## src/rtl/instr_prefetch_buffer.sv

```systemverilog
// instr_prefetch_buffer
// Instruction fetch front-end that sits between the instruction memory bus and
// the IF/ID register. It issues word-aligned requests, counts in-flight
// transactions and buffers returned words in a DEPTH-entry FIFO. On a
// branch/jump redirect it flushes the FIFO and drops responses that are still
// in flight, then restarts fetching at the target.
//
// Optional feature macro: FETCH_ERR_CHECK_EN
//   defined   : instr_err_i is stored per entry and shown on fetch_err_o. After an
//               erroring response, no new request is issued until a redirect.
//   undefined : instr_err_i is ignored and fetch_err_o is tied to 0.
//
// Handshakes:
//   bus    : instr_req_o stays high with a stable instr_addr_o until instr_gnt_i.
//            Responses (instr_rvalid_i) return in request order.
//   decoder: a word transfers in a cycle where fetch_valid_o and fetch_ready_i
//            are both high. The head stays stable while fetch_ready_i is low.
//
// Ports:
//   clk, rst_n                        clock, asynchronous active-low reset
//   boot_addr_i                       first fetch address after reset
//   fetch_en_i                        allows new requests
//   redirect_i, redirect_addr_i       taken branch/jump and its target
//   instr_req_o/gnt_i/addr_o          request channel
//   instr_rvalid_i/rdata_i/err_i      response channel
//   fetch_valid_o/ready_i             head handshake toward IF/ID
//   fetch_rdata_o/addr_o/err_o        head word, its PC and its error flag
//   busy_o                            at least one transaction outstanding
module instr_prefetch_buffer #(
    parameter int DEPTH = 2
) (
    input  logic        clk,
    input  logic        rst_n,
    input  logic [31:0] boot_addr_i,
    input  logic        fetch_en_i,
    input  logic        redirect_i,
    input  logic [31:0] redirect_addr_i,
    output logic        instr_req_o,
    input  logic        instr_gnt_i,
    output logic [31:0] instr_addr_o,
    input  logic        instr_rvalid_i,
    input  logic [31:0] instr_rdata_i,
    input  logic        instr_err_i,
    output logic        fetch_valid_o,
    input  logic        fetch_ready_i,
    output logic [31:0] fetch_rdata_o,
    output logic [31:0] fetch_addr_o,
    output logic        fetch_err_o,
    output logic        busy_o
);

    localparam int CW = $clog2(DEPTH + 1);
    localparam int PW = $clog2(DEPTH);
    localparam logic [CW:0]   DEPTH_OCC = (CW + 1)'(DEPTH);
    localparam logic [PW-1:0] PTR_LAST  = PW'(DEPTH - 1);

    typedef enum logic [0:0] {
        IDLE     = 1'b0,
        WAIT_GNT = 1'b1
    } state_t;

    state_t        state;
    logic [31:0]   fetch_addr;
    logic          boot_pending;
    logic [CW-1:0] outstanding;
    logic [CW-1:0] discard;
    logic [CW-1:0] out_next;

    // Response FIFO
    logic [31:0]   fifo_rdata [DEPTH];
    logic [31:0]   fifo_addr  [DEPTH];
    logic [PW-1:0] rd_ptr;
    logic [PW-1:0] wr_ptr;
    logic [CW-1:0] fifo_count;

    // Addresses of issued requests, one slot per outstanding transaction
    logic [31:0]   aq_addr [DEPTH];
    logic [PW-1:0] aq_rd;
    logic [PW-1:0] aq_wr;

    logic          pop;
    logic          push;
    logic          grant;
    logic          can_issue;
    logic          err_block;
    logic [CW:0]   occupancy;

    function automatic logic [PW-1:0] ptr_inc(input logic [PW-1:0] p);
        return (p == PTR_LAST) ? '0 : p + 1'b1;
    endfunction

    assign fetch_valid_o = (fifo_count != '0);
    assign pop           = fetch_valid_o & fetch_ready_i;

    // A head that is popped this cycle frees its slot, so it is not counted.
    // This keeps one word per cycle flowing with DEPTH=2. The total of
    // buffered and in-flight words still never exceeds DEPTH.
    assign occupancy = {1'b0, fifo_count} + {1'b0, outstanding} - {{CW{1'b0}}, pop};

    assign can_issue = fetch_en_i & ~boot_pending & ~redirect_i & ~err_block &
                       (occupancy < DEPTH_OCC);

    // A request in WAIT_GNT stays asserted until it is granted. It is only
    // withdrawn after a redirect moves the FSM back to IDLE.
    assign instr_req_o  = (state == WAIT_GNT) | can_issue;
    assign grant        = instr_req_o & instr_gnt_i;
    assign instr_addr_o = fetch_addr;
    assign busy_o       = (outstanding != '0);

    // Responses that belong to a flushed stream are dropped.
    // This covers responses counted in discard and any response that
    // arrives in the same cycle as the redirect.
    assign push = instr_rvalid_i & ~redirect_i & (discard == '0);

    always_comb begin
        out_next = outstanding;
        if (grant && !instr_rvalid_i) begin
            out_next = outstanding + 1'b1;
        end else if (!grant && instr_rvalid_i) begin
            out_next = outstanding - 1'b1;
        end
    end

    // Request FSM, fetch address and transaction counters
    always_ff @(posedge clk or negedge rst_n) begin
        if (!rst_n) begin
            state        <= IDLE;
            fetch_addr   <= '0;
            boot_pending <= 1'b1;
            outstanding  <= '0;
            discard      <= '0;
        end else begin
            outstanding <= out_next;
            if (redirect_i) begin
                // A grant in this same cycle is already included in out_next.
                // It is discarded together with the older in-flight requests.
                state        <= IDLE;
                fetch_addr   <= {redirect_addr_i[31:2], 2'b00};
                boot_pending <= 1'b0;
                discard      <= out_next;
            end else begin
                if (boot_pending) begin
                    fetch_addr   <= {boot_addr_i[31:2], 2'b00};
                    boot_pending <= 1'b0;
                end else if (grant) begin
                    fetch_addr <= fetch_addr + 32'd4;
                end
                case (state)
                    IDLE:     if (instr_req_o && !instr_gnt_i) state <= WAIT_GNT;
                    WAIT_GNT: if (instr_gnt_i) state <= IDLE;
                    default:  state <= IDLE;
                endcase
                if (instr_rvalid_i && discard != '0) begin
                    discard <= discard - 1'b1;
                end
            end
        end
    end

    // Request address queue and response FIFO
    always_ff @(posedge clk or negedge rst_n) begin
        if (!rst_n) begin
            for (int i = 0; i < DEPTH; i++) begin
                aq_addr[i]    <= '0;
                fifo_rdata[i] <= '0;
                fifo_addr[i]  <= '0;
            end
            aq_rd      <= '0;
            aq_wr      <= '0;
            rd_ptr     <= '0;
            wr_ptr     <= '0;
            fifo_count <= '0;
        end else begin
            // The address queue also tracks discarded transactions, so it is
            // never flushed. Every response pops its own entry.
            if (grant) begin
                aq_addr[aq_wr] <= fetch_addr;
                aq_wr          <= ptr_inc(aq_wr);
            end
            if (instr_rvalid_i) begin
                aq_rd <= ptr_inc(aq_rd);
            end

            if (redirect_i) begin
                rd_ptr     <= '0;
                wr_ptr     <= '0;
                fifo_count <= '0;
            end else begin
                if (push) begin
                    fifo_rdata[wr_ptr] <= instr_rdata_i;
                    fifo_addr[wr_ptr]  <= aq_addr[aq_rd];
                    wr_ptr             <= ptr_inc(wr_ptr);
                end
                if (pop) begin
                    rd_ptr <= ptr_inc(rd_ptr);
                end
                if (push && !pop) begin
                    fifo_count <= fifo_count + 1'b1;
                end else if (!push && pop) begin
                    fifo_count <= fifo_count - 1'b1;
                end
            end
        end
    end

    assign fetch_rdata_o = fifo_rdata[rd_ptr];
    assign fetch_addr_o  = fifo_addr[rd_ptr];

`ifdef FETCH_ERR_CHECK_EN
    logic fifo_err [DEPTH];
    logic err_lock;

    always_ff @(posedge clk or negedge rst_n) begin
        if (!rst_n) begin
            for (int i = 0; i < DEPTH; i++) begin
                fifo_err[i] <= 1'b0;
            end
            err_lock <= 1'b0;
        end else begin
            if (push) begin
                fifo_err[wr_ptr] <= instr_err_i;
            end
            // Fetching past a faulting word is pointless. Stop until the
            // core redirects, usually to an exception handler.
            if (redirect_i) begin
                err_lock <= 1'b0;
            end else if (push && instr_err_i) begin
                err_lock <= 1'b1;
            end
        end
    end

    assign err_block   = err_lock;
    assign fetch_err_o = fifo_err[rd_ptr];

    logic unused_addr_bits;
    assign unused_addr_bits = ^{boot_addr_i[1:0], redirect_addr_i[1:0]};
`else
    assign err_block   = 1'b0;
    assign fetch_err_o = 1'b0;

    logic unused_inputs;
    assign unused_inputs = ^{boot_addr_i[1:0], redirect_addr_i[1:0], instr_err_i};
`endif

`ifndef SYNTHESIS
    a_gnt_needs_req : assert property (@(posedge clk) disable iff (!rst_n)
        instr_gnt_i |-> instr_req_o);
    a_rvalid_needs_outstanding : assert property (@(posedge clk) disable iff (!rst_n)
        instr_rvalid_i |-> (outstanding != '0));
    a_outstanding_bound : assert property (@(posedge clk) disable iff (!rst_n)
        {1'b0, outstanding} <= DEPTH_OCC);
`endif

endmodule

```

## config.mk

```make
export PLATFORM = sky130hd
export DESIGN_NAME = instr_prefetch_buffer
export DESIGN_NICKNAME = d
export VERILOG_FILES = /design/src/rtl/instr_prefetch_buffer.sv
export SDC_FILE = /design/constraint.sdc
export NUM_CORES = 1
export LEC_CHECK = 0
export CORE_MARGIN = 8
export CORE_UTILIZATION = 57
export DETAILED_ROUTE_END_ITERATION = 16
export GPL_ROUTABILITY_DRIVEN = 1
export PLACE_DENSITY_LB_ADDON = 0.15
export SLEW_MARGIN = 20
export SYNTH_ARGS = -nofsm -noshare
export SYNTH_HDL_FRONTEND = slang
export SYNTH_SLANG_ARGS = --single-unit
```

## constraint.sdc

```tcl
create_clock -name clk -period 6 [get_ports clk]
set_input_delay 0.6 -clock clk [delete_from_list [all_inputs] [get_ports clk]]
set_output_delay 0.6 -clock clk [all_outputs]
set_load 0.05 [all_outputs]
```

* Yosys cells after proc, flatten, opt, wreduce, memory -nomap -nowiden
Cells that the tools add are included.
** Word-level totals
- Input port bits :: 104
- Flip-flop bits (word level) :: 236
- Logic and storage cells :: 111
- Output and inout port bits :: 100
** Operators by class
- Mux-type cells :: 38
- Magnitude comparators :: 7
- Bitwise logic cells :: 15
- Reduce and logical (&&, ||, !) cells :: 23
- Add/subtract/negate cells :: 12
** Operators with widths (number)
- 32-bit 2-to-1 mux :: 14
- 64-bit bitwise mux :: 3
- 32-bit demux with 1-bit select :: 2
- 32-bit by 3-bit adder with 32-bit output, second input constant :: 1
- 2-bit 2-to-1 mux :: 7
- 2-bit nonzero test :: 6
- 1-bit 2-to-1 mux :: 11
- 2-bit greater-or-equal comparator, second input constant :: 4
- 1-bit logical AND :: 8
- 1-bit NOT with 2-bit output :: 4
- 1-bit bitwise AND :: 7
- 3-bit nonzero test :: 2
- 2-bit by 1-bit subtractor with 2-bit output, second input constant :: 3
- 1-bit logical NOT :: 5
- 1-bit adder, second input constant :: 4
- 2-bit by 1-bit adder with 2-bit output, second input constant :: 2
- 2-bit by 1-bit less-than comparator with 1-bit output, second input constant :: 2
- 2-bit by 2-bit adder with 3-bit output :: 1
- 3-bit by 2-bit less-than comparator with 1-bit output, second input constant :: 1
- 1-bit NOT :: 3
- 3-bit by 1-bit subtractor with 3-bit output :: 1
- 2-bit logical NOT :: 1
- 1-bit case mux with 2 select lines :: 1
- 2-bit AND reduction :: 1
- 1-bit OR :: 1

* Longest topological paths before layout
Gate-level depths: netlist (run 1).
- Word-level depth :: 12
- Gate-level depth with buffers :: 14
- Depth with buffers taken out :: 13

* Worst setup path before layout (run 1)
No wires, ideal clock.
- Kind :: register to register
- Start :: register fifo_count[0]
- End :: register aq_addr[54] (netlist name)
- Data required time :: 5.875 ns
- Library setup time :: 0.125 ns
- Path slack :: 2.453 ns
- Period minus slack after synthesis :: 3.547 ns
- Arrival time :: 3.422 ns
- Path buffers :: 1
- Cell stages (with the launch flop) :: 15
- Path through :: dfrtp_1 > inv_1 > nand2_1 > nand2_1 > inv_1 > ha_1 > nand2b_1 > fa_1 > xor2_1 > a31oi_1 > inv_2 > nand2_1 > nor2_1 > buf_2 > mux2_2
** Between the ends
- Word-level cells in the longest chain between the ends :: 7
- Elaborated cells between the ends (all ways) :: 8
- Classes of those cells :: add/sub (2); order compare (1); bitwise (4); reduce/logical (1)
** RTL lines
- start: declaration :: RTL line 74 : logic [CW-1:0] fifo_count;
- start signal: assignment :: RTL line 198 : fifo_count <= fifo_count + 1'b1;
- start signal: assignment :: RTL line 200 : fifo_count <= fifo_count - 1'b1;
- 2-bit nonzero test :: RTL line 92 : assign fetch_valid_o = (fifo_count != '0);
- named net fetch_valid_o :: RTL line 44 : output logic fetch_valid_o,
- 1-bit bitwise AND :: RTL line 93 : assign pop = fetch_valid_o & fetch_ready_i;
- 3-bit by 1-bit subtractor with 3-bit output :: RTL line 98 : assign occupancy = {1'b0, fifo_count} + {1'b0, outstanding} - {{CW{1'b0}}, pop};
- 3-bit by 2-bit less-than comparator with 1-bit output :: RTL line 101 : (occupancy < DEPTH_OCC);
- 1-bit bitwise AND :: RTL line 100 : assign can_issue = fetch_en_i & ~boot_pending & ~redirect_i & ~err_block &
- 1-bit OR :: RTL line 105 : assign instr_req_o = (state == WAIT_GNT) | can_issue;
- named net instr_req_o :: RTL line 38 : output logic instr_req_o,
- 1-bit bitwise AND :: RTL line 106 : assign grant = instr_req_o & instr_gnt_i;
- end signal: indexed assignment :: RTL line 177 : aq_addr[aq_wr] <= fetch_addr;
- end: declaration :: RTL line 77 : logic [31:0] aq_addr [DEPTH];
The timed path passes the listed nets, and every way through them passes these cells.
A chain may end at the register's enable or synchronous reset.

* Final worst setup path (run 1)
- Start :: register fifo_count[0]
- End :: output port instr_req_o
** Between the ends
- Word-level cells in the longest chain between the ends :: 6
- Elaborated cells between the ends (all ways) :: 7
- Classes of those cells :: add/sub (2); order compare (1); bitwise (3); reduce/logical (1)
** RTL lines (RTL line)
- branches (longest 2 deep; another with 2-bit by 2-bit adder with 3-bit output)
- 3-bit by 1-bit subtractor with 3-bit output (*) :: 98
- 3-bit by 2-bit less-than comparator with 1-bit output (*) :: 101
- 1-bit bitwise AND (*) :: 100
- 1-bit OR (*) :: 105
- end: declaration :: 38
Every way passes the cells marked *.

==> impl_metrics.yaml, run 1 <==
run_status:
  outcome: "completed"
grt:
  overflow: 0
  grt_pass1_wl_um: 41400
  grt_pass1_vias: 7907
  grt_use_total_pct: 21.2
  antenna_found_initial: 0
  grt_max_degree: 116
die:
  ioPinCount: 204
  die_h_um: 153
  die_x_um: 153
  die_area_mm2: 0.0234
  std_cell_rows: 50
  start_util_pct: 57.6
  core_mm2: 0.0186
sta:
  hold_slack_ns: 0.135
  rsz0062_at_grt: "false"
  setup-violations-final: 0
  fin_worst_skew_ns: 0.00759
  slew_headroom_pct: 34.8
  fmax_mhz: 234
  hold_viol_final: 0
  tns_ns: 0
  fin_crit_sh_pct: 71.2
  drv_slew: 0
  finalCriticalPeriod_ns: 4.27
  tightestPinTransition_ns: 0.979
setup_path:
  cp.arrival_ns: 3.67
  critPathLaunchType: "flop"
  worstSetupEndpoint: "instr_req_o"
  path_max_fanout: 5
  regToRegStartpoint: "fifo_count[0]$_DFFE_PN0P_"
  path_class: "reg -> out"
  reg2regPathDepth: 14
  cp.required_ns: 5.40
  reg2reg_slack_ns: 2.36
  endpoint_kind: "primary output"
  regToRegEndpoint: "aq_addr[54]$_DFFE_PN0P_"
  startpoint: "fifo_count[0]$_DFFE_PN0P_"
power:
  power.share.switching_pct: 39.6
  leakagePower_uw: 0.00597
  clkPwrFrac_pct: 20.4
  p_sw_uw: 2760
  seqPwrFrac_pct: 35.4
  power.internal_uw: 4200
  irDropWorstVdd_mv: 0.250
  powerDensity_mw_per_mm2: 514
  finalPower_uw: 6960
  p_comb_share_pct: 44.2
finish:
  diodes: 0
  final_layout_size_suffix_gt1_share_pct: 22.4
  fin_nets: 1197
  final_area_mm2: 0.0135
  fill_cells: 1332
  area_growth_pct: 26.4
routing:
  drc_errors: 0
  ant_nets: 0
  vias_per_cell: 5.67
  vias: 7586
  wl_um: 24900
  first_pass_iters: 5
  wire_per_inst_um: 18.7
  dr.first_iter.drc_count: 409
place:
  dp_hpwl_um: 17000
  placed_area_mm2: 0.0128
  routabilityCongestion: 0.825
  port_buffers: 193
clocking:
  numCtsBuffers: 23
  cts_resized: 0
  clockRootBuffer: "clkbuf_16"
  htreeDepth: 1
  clk_path_buf_depth: 3
  cts_tree: "done"
  worstSkewPairLatency_ns: 0.50
  ctsHoldBuffers: 0
  clk_pin_slew_ns: 0.06
  numClockSinks: 226
  cts_setup_buffers: 0
logic_synthesis:
  synth_cell_types: 64
  synthArstFlopShare_pct: 100
  synth.cell_area_mm2: 0.0107
  synthCells: 919
  synth_flop_cell: "dfrtp_1"
  yosysWarnings: 0
  synth_edf_count: 0
  ys_ff_latch: 226
  yosysSeqAreaShare_pct: 52.9
  synth_area_per_cell_um2: 11.6
min_path:
  worst_hold_path_type: "in -> async"
flow_run:
  maxCapViolCount: 0
[cells in the mapped netlist (4+ instances only)]
cell,instances,area (µm²)
nor4_2,5,62.6
nand2b_1,4,25.0
xnor2_1,14,123
o21ai_1,6,30.0
nand3_1,21,105
buf_2,17,85.1
nand4_1,11,68.8
a21o_1,6,45.0
a31oi_1,4,25.0
nor2_1,58,218
o21ai_0,51,255
nor2b_1,6,37.5
buf_4,6,45.0
mux2_2,174,1960
mux2_1,8,90.1
a21oi_1,44,220
mux2i_1,37,370
clkbuf_1,35,131
buf_1,7,26.3
ha_1,5,62.6
a22oi_1,18,135
inv_1,21,78.8
xor2_1,11,96.3
nand2_1,65,244
a211oi_1,4,30.0
dfrtp_1,225,5630
[worst max-delay path, cell delays in order (launching register included)]
cell,delay [ns]
dfrtp_1,0.36
inv_1,0.15
nand2_1,0.09
nand2_1,0.15
inv_1,0.06
ha_1,0.27
nand2b_1,0.16
fa_1,0.39
xor2_1,0.37
a31oi_1,0.21
inv_2,0.12
clkdlybuf4s50_1,0.84
[metal layers]
metal	vias up	routed length [µm]	global-route usage, %
met5	-	0	0
met4	0	328	4.38
met3	32	1750	5.47
met2	228	11500	33.8
met1	3740	11400	28.8
li1	3586	-	-
[power groups by stage]
| stage | combinational (µW) | sequential, µW | clock [µW] |
|---|---|---|---|
| final | 3070 | 2460 | 1420 |
| after global routing | 3250 | 2540 | 1520 |
| after CTS | 3100 | 2460 | 1450 |
| after detailed placement | 3080 | 2490 | 0 |
| after global placement | 3030 | 2450 | 0 |
| after floorplan | 2170 | 2390 | 0 |
[sequential cells by signal (all words and copies together), names as in the netlist]
signal and cells:
aq_addr 60, aq_rd 1, aq_wr 1, boot_pending 1
discard 2, fifo_addr 60, fifo_count 2, fifo_rdata 64
instr_addr_o 30, outstanding 2, rd_ptr 1, state 1
wr_ptr 1
[area by class of cell]
type                    count  area, µm²  share of cell area (%)
repair buffers            204       2030                    15.0
clock inverters             3       42.5                   0.315
multi-input cells         610       4700                    34.7
flip-flops and latches    226       5660                    41.8
inverters                  22       82.6                   0.611
well taps                 234        293                    2.16
clock buffers              38        722                    5.34
[cell usage in the layout, fill, tap and decap left out, drive strengths merged, types with 5 or more instances in the layout]
| master | count |
|---|---|
| clkdlybuf4s50 | 191 |
| ha | 5 |
| inv | 22 |
| nor4 | 9 |
| nor2b | 6 |
| xnor2 | 14 |
| a22oi | 18 |
| conb | 6 |
| nand3 | 21 |
| buf | 13 |
| nand4 | 11 |
| xor2 | 11 |
| a21o | 6 |
| dfrtp | 225 |
| nand2 | 65 |
| o21ai | 57 |
| mux2 | 182 |
| nor2 | 59 |
| mux2i | 37 |
| clkbuf | 38 |
| a21oi | 44 |
[worst min-delay path by stage]
stage,to,slack [ns],cells after the start
after floorplan,aq_addr[10]$_DFFE_PN0P_,0.30,0
after global placement,fifo_addr[6]$_DFFE_PN0P_,0.45,2
after detailed placement,fifo_addr[4]$_DFFE_PN0P_,0.46,2
after CTS,fifo_rdata[27]$_DFFE_PN0P_,0.18,1
after global routing,fifo_rdata[27]$_DFFE_PN0P_,0.22,1
final,fifo_rdata[27]$_DFFE_PN0P_,0.13,1
[per-stage QoR]
step                instances  utilization [%]  worst slack (ns)
floorplan                 924                -              2.45
global placement         1296             68.7              1.88
detailed placement       1296             68.7              1.82
CTS                      1337             72.8              1.71
global route             1337             72.8              1.52
finish                   1337             72.8              1.73
[logic make-up (layout without fill, tap and decap cells)]
logic type	after synthesis	in the layout	share of synthesized area, %
AOI/OAI and AO/OA	155	155	8.71
DFF	226	226	52.9
muxes	219	219	22.6
buffers and inverters	88	267	3.57
xor gates and xnor gates	25	25	2.05
other	1	6	0.0350
adders and majority gates	6	6	0.772
and+or+nand+nor	199	199	9.40
Power figures use the tool's default switching activity.
==> run 2: changes to the inputs <==
- CORE_UTILIZATION: 57 -> 53
- clock period: 6 -> 4.3 ns (I/O delays scaled with it)
==> impl_metrics.yaml, run 2 (synthesized netlist as in run 1, its figures left out) <==
setup_path:
  reg2regPathDepth: 14
  regToRegStartpoint: "fifo_count[0]$_DFFE_PN0P_"
  path_class: "reg -> out"
  path_max_fanout: 5
  cp.arrival_ns: 3.61
  regToRegEndpoint: "aq_addr[34]$_DFFE_PN0P_"
  cp.required_ns: 3.87
  endpoint_kind: "primary output"
  critPathLaunchType: "flop"
  reg2reg_slack_ns: 0.89
finish:
  layout_commonest_cell: "dfrtp_1"
  final_core_util_pct: 68.2
  area_growth_pct: 27.7
  final_cell_mix: "dfrtp_1 (223), clkdlybuf4s50_1 (191), mux2_2 (174)"
  diodes: 0
  fin_nets: 1199
  largest_reg_flops: 64
  largest_register: "fifo_rdata"
  fill_cells: 1582
  reg_top3: "fifo_rdata x64, aq_addr x60, fifo_addr x60"
  seq_area_mm2: 0.00566
  final_layout_size_suffix_gt1_share_pct: 23.0
  multi_input_area_mm2: 0.00470
  instances_no_fill: 1377
die:
  die_area_mm2: 0.0250
  core_mm2: 0.0200
  die_x_um: 158
  start_util_pct: 53.4
  die_h_um: 158
  std_cell_rows: 52
  ioPinCount: 204
clocking:
  numCtsBuffers: 24
  cts_resized: 0
  cts_tree: "done"
  cts_setup_buffers: 0
  numClockSinks: 226
  clockRootBuffer: "clkbuf_16"
  worstSkewPairLatency_ns: 0.51
  clk_path_buf_depth: 3
  clk_pin_slew_ns: 0.06
  htreeDepth: 1
  ctsHoldBuffers: 0
routing:
  wire_per_inst_um: 18.2
  vias_per_cell: 5.41
  vias: 7454
  dr.first_iter.drc_count: 396
  ant_nets: 0
  first_pass_iters: 5
  wl_um: 25100
  drc_errors: 0
sta:
  drv_slew: 0
  fmax_mhz: 247
  hold_viol_final: 0
  tightestPinTransition_ns: 1.03
  finalCriticalPeriod_ns: 4.04
  fin_crit_sh_pct: 94.0
  setup-violations-final: 0
  fin_worst_skew_ns: 0.0101
  slew_headroom_pct: 31.0
  fin_ws_ns: 0.256
  rsz0062_at_grt: "false"
  tns_ns: 0
place:
  placed_cells: 1333
  routabilityCongestion: 0.814
  dp_hpwl_um: 16800
  port_buffers: 193
  place_ws_ns: 0.484
power:
  irDropWorstVdd_mv: 0.344
  leakagePower_uw: 0.00602
  powerDensity_mw_per_mm2: 718
grt:
  grt_pass1_vias: 7829
  antenna_found_initial: 0
  grt_use_total_pct: 20.4
  overflow: 0
  grt_max_degree: 130
  grt_pass1_wl_um: 41300
flow_run:
  maxCapViolCount: 0
run_status:
  outcome: "completed"
min_path:
  worst_hold_path_type: "in -> async"
## run 2: cell types whose count changed in the layout (fill, tap and decap cells not counted)
cell | previous run | this run
buf_12 | 1 | 4
buf_4 | 10 | 8
bufinv_16 | 1 | 2
clkbuf_1 | 6 | 1
clkbuf_16 | 23 | 25
clkbuf_8 | 9 | 5
clkinv_2 | 1 | 9
clkinv_4 | 0 | 1
nor2_1 | 56 | 57
nor2_2 | 3 | 2
## run 2: final cells by class
type	instances	area share, %
sequential	226	41.4
multi-input combinational	610	34.4
timing repair buffer	205	15.2
clock buffer	31	5.11
tap	270	2.47
clock inverter	13	0.888
inverter	22	0.604
## run 2: routing by layer
metal  part of all wire [%]  wire [µm]  up-vias  global-route usage, %
li1                       -          -     3600                      -
met1                     46      11600     3602                   28.5
met2                     45      11200      221                   31.8
met3                    7.2       1790       31                   4.26
met4                    1.6        411        0                   4.98
met5                      0          0        -                      0
## run 2: worst max-delay path, stage by stage (launching register included)
cell	delay [ns]
dfrtp_1	0.36
inv_1	0.14
nand2_1	0.09
nand2_1	0.14
inv_1	0.06
ha_1	0.25
nand2b_1	0.15
fa_1	0.37
xor2_1	0.36
a31oi_1	0.22
inv_2	0.13
clkdlybuf4s50_1	0.85
## run 2: per-stage QoR
stage               cell area (µm²)  hold slack [ns]  power, µW
finish                        13700           0.0412       9820
global route                  13700            0.132      10300
CTS                           13700           0.0833       9910
detailed placement            12800            0.465       7770
global placement              12800            0.455       7690
floorplan                     10700            0.134       6370
## run 2: where the power goes
part / switching [µW] / internal [µW]
registers: 539 / 2880
logic: 2520 / 1790
clock network: 829 / 1270
## run 2: worst max-delay path by stage
stage                                         start                       to  cells after the start
after floorplan           fifo_count[0]$_DFFE_PN0P_  aq_addr[54]$_DFFE_PN0P_                     14
after global placement                fetch_ready_i              instr_req_o                     10
after detailed placement              fetch_ready_i              instr_req_o                     10
after CTS                 fifo_count[0]$_DFFE_PN0P_              instr_req_o                     11
after global routing      fifo_count[0]$_DFFE_PN0P_              instr_req_o                     11
final                     fifo_count[0]$_DFFE_PN0P_              instr_req_o                     11
